## src/rtl/vga_timing_pkg.sv

```systemverilog
// Timing constants and field widths shared by the text-mode scanout core.
// Default geometry is 640x480 visible inside an 800x525 total raster.
package vga_timing_pkg;

   localparam int unsigned H_TOTAL      = 800;
   localparam int unsigned V_TOTAL      = 525;
   localparam int unsigned H_VISIBLE    = 640;
   localparam int unsigned V_VISIBLE    = 480;
   localparam int unsigned H_SYNC_START = 656;
   localparam int unsigned H_SYNC_END   = 752;
   localparam int unsigned V_SYNC_START = 490;
   localparam int unsigned V_SYNC_END   = 492;

   localparam int unsigned GLYPH_W = 8;
   localparam int unsigned GLYPH_H = 8;

   localparam int unsigned X_W   = 10;
   localparam int unsigned Y_W   = 10;
   localparam int unsigned IDX_W = 19;

endpackage : vga_timing_pkg

```

## src/rtl/vga_text_scanout_wrap_counter.sv

```systemverilog
// Enabled up-counter that returns to zero after reaching MAX; wrap flags the
// terminal count so the caller can chain a second counter off it.
module wrap_counter #(
   parameter int unsigned WIDTH = 10,
   parameter int unsigned MAX   = 799
) (
   input  logic             clk,
   input  logic             reset,
   input  logic             en,
   output logic [WIDTH-1:0] count,
   output logic             wrap
);

   assign wrap = (count == WIDTH'(MAX));

   always_ff @(posedge clk or posedge reset) begin
      if (reset) begin
         count <= '0;
      end else if (en) begin
         count <= wrap ? '0 : count + WIDTH'(1);
      end
   end

endmodule : wrap_counter

```

## src/rtl/vga_text_scanout.sv

```systemverilog
// Raster timing plus glyph-row serialiser: walks the frame, asks for a new
// glyph row byte at each cell boundary and shifts it out MSB-first.
module vga_text_scanout
   import vga_timing_pkg::*;
#(
   parameter int unsigned H_TOTAL      = vga_timing_pkg::H_TOTAL,
   parameter int unsigned V_TOTAL      = vga_timing_pkg::V_TOTAL,
   parameter int unsigned H_VISIBLE    = vga_timing_pkg::H_VISIBLE,
   parameter int unsigned V_VISIBLE    = vga_timing_pkg::V_VISIBLE,
   parameter int unsigned H_SYNC_START = vga_timing_pkg::H_SYNC_START,
   parameter int unsigned H_SYNC_END   = vga_timing_pkg::H_SYNC_END,
   parameter int unsigned V_SYNC_START = vga_timing_pkg::V_SYNC_START,
   parameter int unsigned V_SYNC_END   = vga_timing_pkg::V_SYNC_END
) (
   input  logic             clk,
   input  logic             reset,
   input  logic [7:0]       glyph_row_in,
   output logic [X_W-1:0]   pixel_x,
   output logic [Y_W-1:0]   pixel_y,
   output logic [IDX_W-1:0] pixel_index,
   output logic             visible,
   output logic             load_req,
   output logic             line_end,
   output logic             frame_end,
   output logic             pixel_out,
   output logic             hsync,
   output logic             vsync
);

   logic       last_line;
   logic [7:0] glyph_sr;

   wrap_counter #(
      .WIDTH (X_W),
      .MAX   (H_TOTAL - 1)
   ) u_h_count (
      .clk   (clk),
      .reset (reset),
      .en    (1'b1),
      .count (pixel_x),
      .wrap  (line_end)
   );

   wrap_counter #(
      .WIDTH (Y_W),
      .MAX   (V_TOTAL - 1)
   ) u_v_count (
      .clk   (clk),
      .reset (reset),
      .en    (line_end),
      .count (pixel_y),
      .wrap  (last_line)
   );

   assign frame_end = line_end && last_line;
   assign visible   = (pixel_x < X_W'(H_VISIBLE)) && (pixel_y < Y_W'(V_VISIBLE));

   // line_end term primes the first cell of the next line during the last blanking clock
   assign load_req  = (visible && (pixel_x[2:0] == 3'(GLYPH_W - 1))) || line_end;

   assign hsync = !((pixel_x >= X_W'(H_SYNC_START)) && (pixel_x < X_W'(H_SYNC_END)));
   assign vsync = !((pixel_y >= Y_W'(V_SYNC_START)) && (pixel_y < Y_W'(V_SYNC_END)));

   always_ff @(posedge clk or posedge reset) begin
      if (reset) begin
         pixel_index <= '0;
      end else if (frame_end) begin
         pixel_index <= '0;
      end else if (visible) begin
         pixel_index <= pixel_index + IDX_W'(1);
      end
   end

   always_ff @(posedge clk or posedge reset) begin
      if (reset) begin
         glyph_sr <= '0;
      end else if (load_req) begin
         glyph_sr <= glyph_row_in;
      end else if (visible) begin
         glyph_sr <= {glyph_sr[6:0], 1'b0};
      end
   end

   assign pixel_out = glyph_sr[7];

endmodule : vga_text_scanout

```

## config.mk

```make
export PLATFORM = sky130hd
export DESIGN_NAME = vga_text_scanout
export DESIGN_NICKNAME = d
export VERILOG_FILES = /design/src/rtl/vga_timing_pkg.sv /design/src/rtl/vga_text_scanout_wrap_counter.sv /design/src/rtl/vga_text_scanout.sv
export SDC_FILE = /design/constraint.sdc
export NUM_CORES = 1
export LEC_CHECK = 0
export BUFFER_PORTS_ARGS = -buffer_cell sky130_fd_sc_hd__clkbuf_2
export CELL_PAD_IN_SITES_DETAIL_PLACEMENT = 2
export CELL_PAD_IN_SITES_GLOBAL_PLACEMENT = 2
export CORE_ASPECT_RATIO = 0.8
export CORE_MARGIN = 2
export CORE_UTILIZATION = 33
export CTS_CLUSTER_SIZE = 20
export DETAILED_ROUTE_END_ITERATION = 8
export PLACE_DENSITY_LB_ADDON = 0.1
export SLEW_MARGIN = 10
export SYNTH_ARGS = -nofsm -noshare
export SYNTH_HDL_FRONTEND = slang
export SYNTH_SLANG_ARGS = --single-unit
```

## constraint.sdc

```tcl
create_clock -name clk -period 2.52 [get_ports clk]
set_clock_uncertainty 0.05 [all_clocks]
set_input_delay 0.504 -clock clk [delete_from_list [all_inputs] [get_ports clk]]
set_output_delay 0.504 -clock clk [all_outputs]
set_load 0.01 [all_outputs]
```

==> flow_summary.toml <==
[grt]
grt_remaining_overflow = 0
grt_pass1_vias = 2388
grt_usage_pct = 19.7
grt_max_degree = 26
antenna_found_initial = 0
grt_pass1_wl_mm = 12.5

[routing]
via_count = 2253
first_iter_violations = 82
avgViaCountPerCell = 5.54
wirelength_mm = 7.38
drtPass1Iterations = 4
antenna_left = 0
wl_per_cell_um = 18.1
drc = 0

[sta]
rsz0062_at_grt = "true"
setup_tns_ns = 0
timing.final.max_slew_violations = 0
min_period_over_period_pct = 99.2
slew_headroom_pct = 64.2
min_period_ns = 2.50
setup_viol = 0
finalHoldViolCount = 0
fmax_mhz = 400
worstMarginPinSlew_ns = 0.536

[cells_and_area]
syn_to_final_growth_pct = 22.9
diodes = 0
nets = 333
drive_above_1_share_pct = 29.0
fin_util_pct = 41.2

[setup_path]
required_ns = 1.97
start_kind = "register"
crit_family = "simple AND/OR/NAND/NOR gates"
crit_type = "reg2out"
arrival_ns = 1.95
max_stage_delay_ns = 0.43
cp-end-kind = "output pin"
crit_buf_inv = 3
worstPathCellList = "or3_1 > or3_4 > inv_2 > a21oi_4 > inv_1 > clkbuf_2"
crit_fanout = 8
cp_slowest_cell = "or3_1"

[synthesis]
synth_top_area_share_pct = 47.9
synthSimpleGateAreaFrac_pct = 24.6
synthMuxAreaShare_pct = 0.815
synth-seq-area-share_pct = 47.9
synth_top_family_by_area = "simple AND/OR/NAND/NOR gates"
synth_warnings = 0
synth_top_area_cell = "dfrtp_1"
synth.area.top_cells = "dfrtp_1 (48%), xnor2_1 (3.9%), nor2_1 (3.7%), nand3_1 (3.3%), ha_1 (3.1%)"
syn_area_um2 = 2460
synthAdderAreaFrac_pct = 3.06
synth_ff_type = "dfrtp_1"
async_flop_share_pct = 100
syn_area_per_cell_um2 = 9.71
synthesis.nets = 269
synth_xor_area_share_pct = 6.06
yosysUniqueCellTypes = 39
synth-edff-count = 0
syn-instance-count = 253
synth.ff_latch_count = 47
synth-compound-area-share_pct = 12.7

[placement]
numPortBuffers = 55
dpl.hpwl_mm = 5.46
routabilityCongestion = 0.821

[floorplanning]
dieArea_um2 = 8150
core_um2 = 7320
die_h_um = 81.2
fp.dieW_um = 100
start_util_pct = 33.5
boundaryPins = 56
num_rows = 28

[clocking]
clockBufferDepth = 2
cts.htree.levels = 2
clock-root-buffer = "clkbuf_8"
ctsHoldBuffers = 0
cts_tree = "yes"
clk_pin_slew_ns = 0.09
numCtsBuffers = 5
cts_sinks = 47
clkLatencyLatePin_ns = 0.30

[power]
power_frac_seq_pct = 59.7
p_leak_nw = 1.41
swShare_pct = 22.2
p_per_area_nw_per_um2 = 423
power.switching_w = 0.000284
vdd_drop_max_v = 0.000266
pwr-share-comb_pct = 3.1
power_frac_clock_pct = 37.2
internal_power_w = 0.000992

[hold_path]
min-delay-path-class = "in2async"

[flow_run]
max_cap_viol_count = 0

[status]
outcome = "complete, no violations"
==> area by class of cell <==
| type | instances | area [um2] |
|---|---|---|
| Multi-Input combinational cell | 180 | 1180 |
| Tap cell | 90 | 113 |
| Inverter | 11 | 41.3 |
| Timing Repair Buffer | 72 | 415 |
| Sequential cell | 47 | 1180 |
| Fill cell | 804 | 4300 |
| Clock inverter | 1 | 5.00 |
| Clock buffer | 6 | 82.6 |
==> metal layers <==
metal  track usage (%)  vias to the layer above  share of wire (%)
li1                  -                     1057                  -
met1              29.0                     1155                 49
met2              30.8                       36                 47
met3              3.18                        5                2.9
met4              4.11                        0               0.61
met5                 0                        -                  0
==> path summary, 6_finish.rpt <==
path | start | to | slack (ns) | cells past startpoint
max reg2reg | u_h_count.count[7] | pixel_index[16] | 0.28 | 5
min | reset | pixel_index[12] | 0.17 | 2
min in group clk | glyph_row_in[0] | glyph_sr[0] | 0.39 | 2
max in group asynchronous | reset | u_v_count.count[1] | 1.72 | 3
min reg2reg | glyph_sr[0] | glyph_sr[0] | 0.46 | 1
max | u_h_count.count[5] | load_req | 0.02 | 6
==> worst register-to-register path, delay by kind of cell, from the launching register on <==
family                 cells  cell delay, ns
buffers and inverters      1            0.16
AND/OR/NAND/NOR            2            1.17
flip-flops                 1            0.39
AO/OA/AOI/OAI              2            0.40
==> placed cells by master, fill, tap and decap left out, types with 9 or more instances in the layout <==
cell type,n
clkbuf_2,55
dfrtp_1,46
nor2_1,24
nand3_1,16
buf_4,16
nor4_1,12
nand2_1,11
or3_1,11
xnor2_1,11
a21oi_1,11
inv_1,9
o31ai_1,9
or4_1,9
==> kinds of logic after synthesis <==
kind of cell | count (synthesis)
flip-flops | 47
XOR/XNOR | 17
buffers and inverters | 26
AO/OA/AOI/OAI | 45
AND/OR/NAND/NOR | 110
multiplexers | 2
adder cells (fa/ha/maj) | 6
==> stage by stage <==
stage | std cells | cell area, um2 | worst slack, ns | total power, W | hold WS, ns
6_report | 407 | 3020 | 0.0207 | 0.00128 | 0.171
3_5_place_dp | 399 | 2900 | 0.197 | 0.000819 | 0.454
3_3_place_gp | 399 | 2900 | 0.267 | 0.000818 | 0.447
5_1_grt | 407 | 3020 | -0.0942 | 0.00134 | 0.213
2_1_floorplan | 253 | 2460 | 0.175 | 0.000799 | 0.409
4_1_cts | 406 | 3010 | -0.0272 | 0.00130 | 0.190
==> cell usage after synthesis (4+ instances only) <==
| cell | number |
|---|---|
| dfrtp_1 | 47 |
| nor2_1 | 24 |
| nand3_1 | 16 |
| nor4_1 | 12 |
| or3_1 | 12 |
| a21oi_1 | 11 |
| nand2_1 | 11 |
| xnor2_1 | 11 |
| inv_1 | 10 |
| or4_1 | 10 |
| o31ai_1 | 9 |
| a2bb2oi_1 | 7 |
| clkbuf_1 | 7 |
| o22ai_1 | 7 |
| ha_1 | 6 |
| xor2_1 | 6 |
| nand4_1 | 5 |
| and3_1 | 4 |
| and4_1 | 4 |
| nor3_1 | 4 |
| o21ai_0 | 4 |
==> flip-flops by register name, indices dropped and copies added (netlist names) <==
signal	cells
u_h_count.count	10
pixel_index	19
u_v_count.count	10
glyph_sr	8
==> what timing repair did <==
action                                  in CTS  in global routing
gates resized for setup                      5                  2
setup buffers                                0                  1
endpoints found under the setup margin       2                  3
pin swaps                                    0                  0
hold endpoints to repair                     0                  0
==> power by group through the flow <==
stage	combinational [W]	clock, W	sequential [W]
final	0.0000402	0.000474	0.000762
after global routing	0.0000466	0.000528	0.000763
after floorplan	0.0000225	0	0.000777
after global placement	0.0000414	0	0.000777
after CTS	0.0000428	0.000498	0.000762
after detailed placement	0.0000425	0	0.000777
Note: power is estimated with default switching activity, not from simulation.
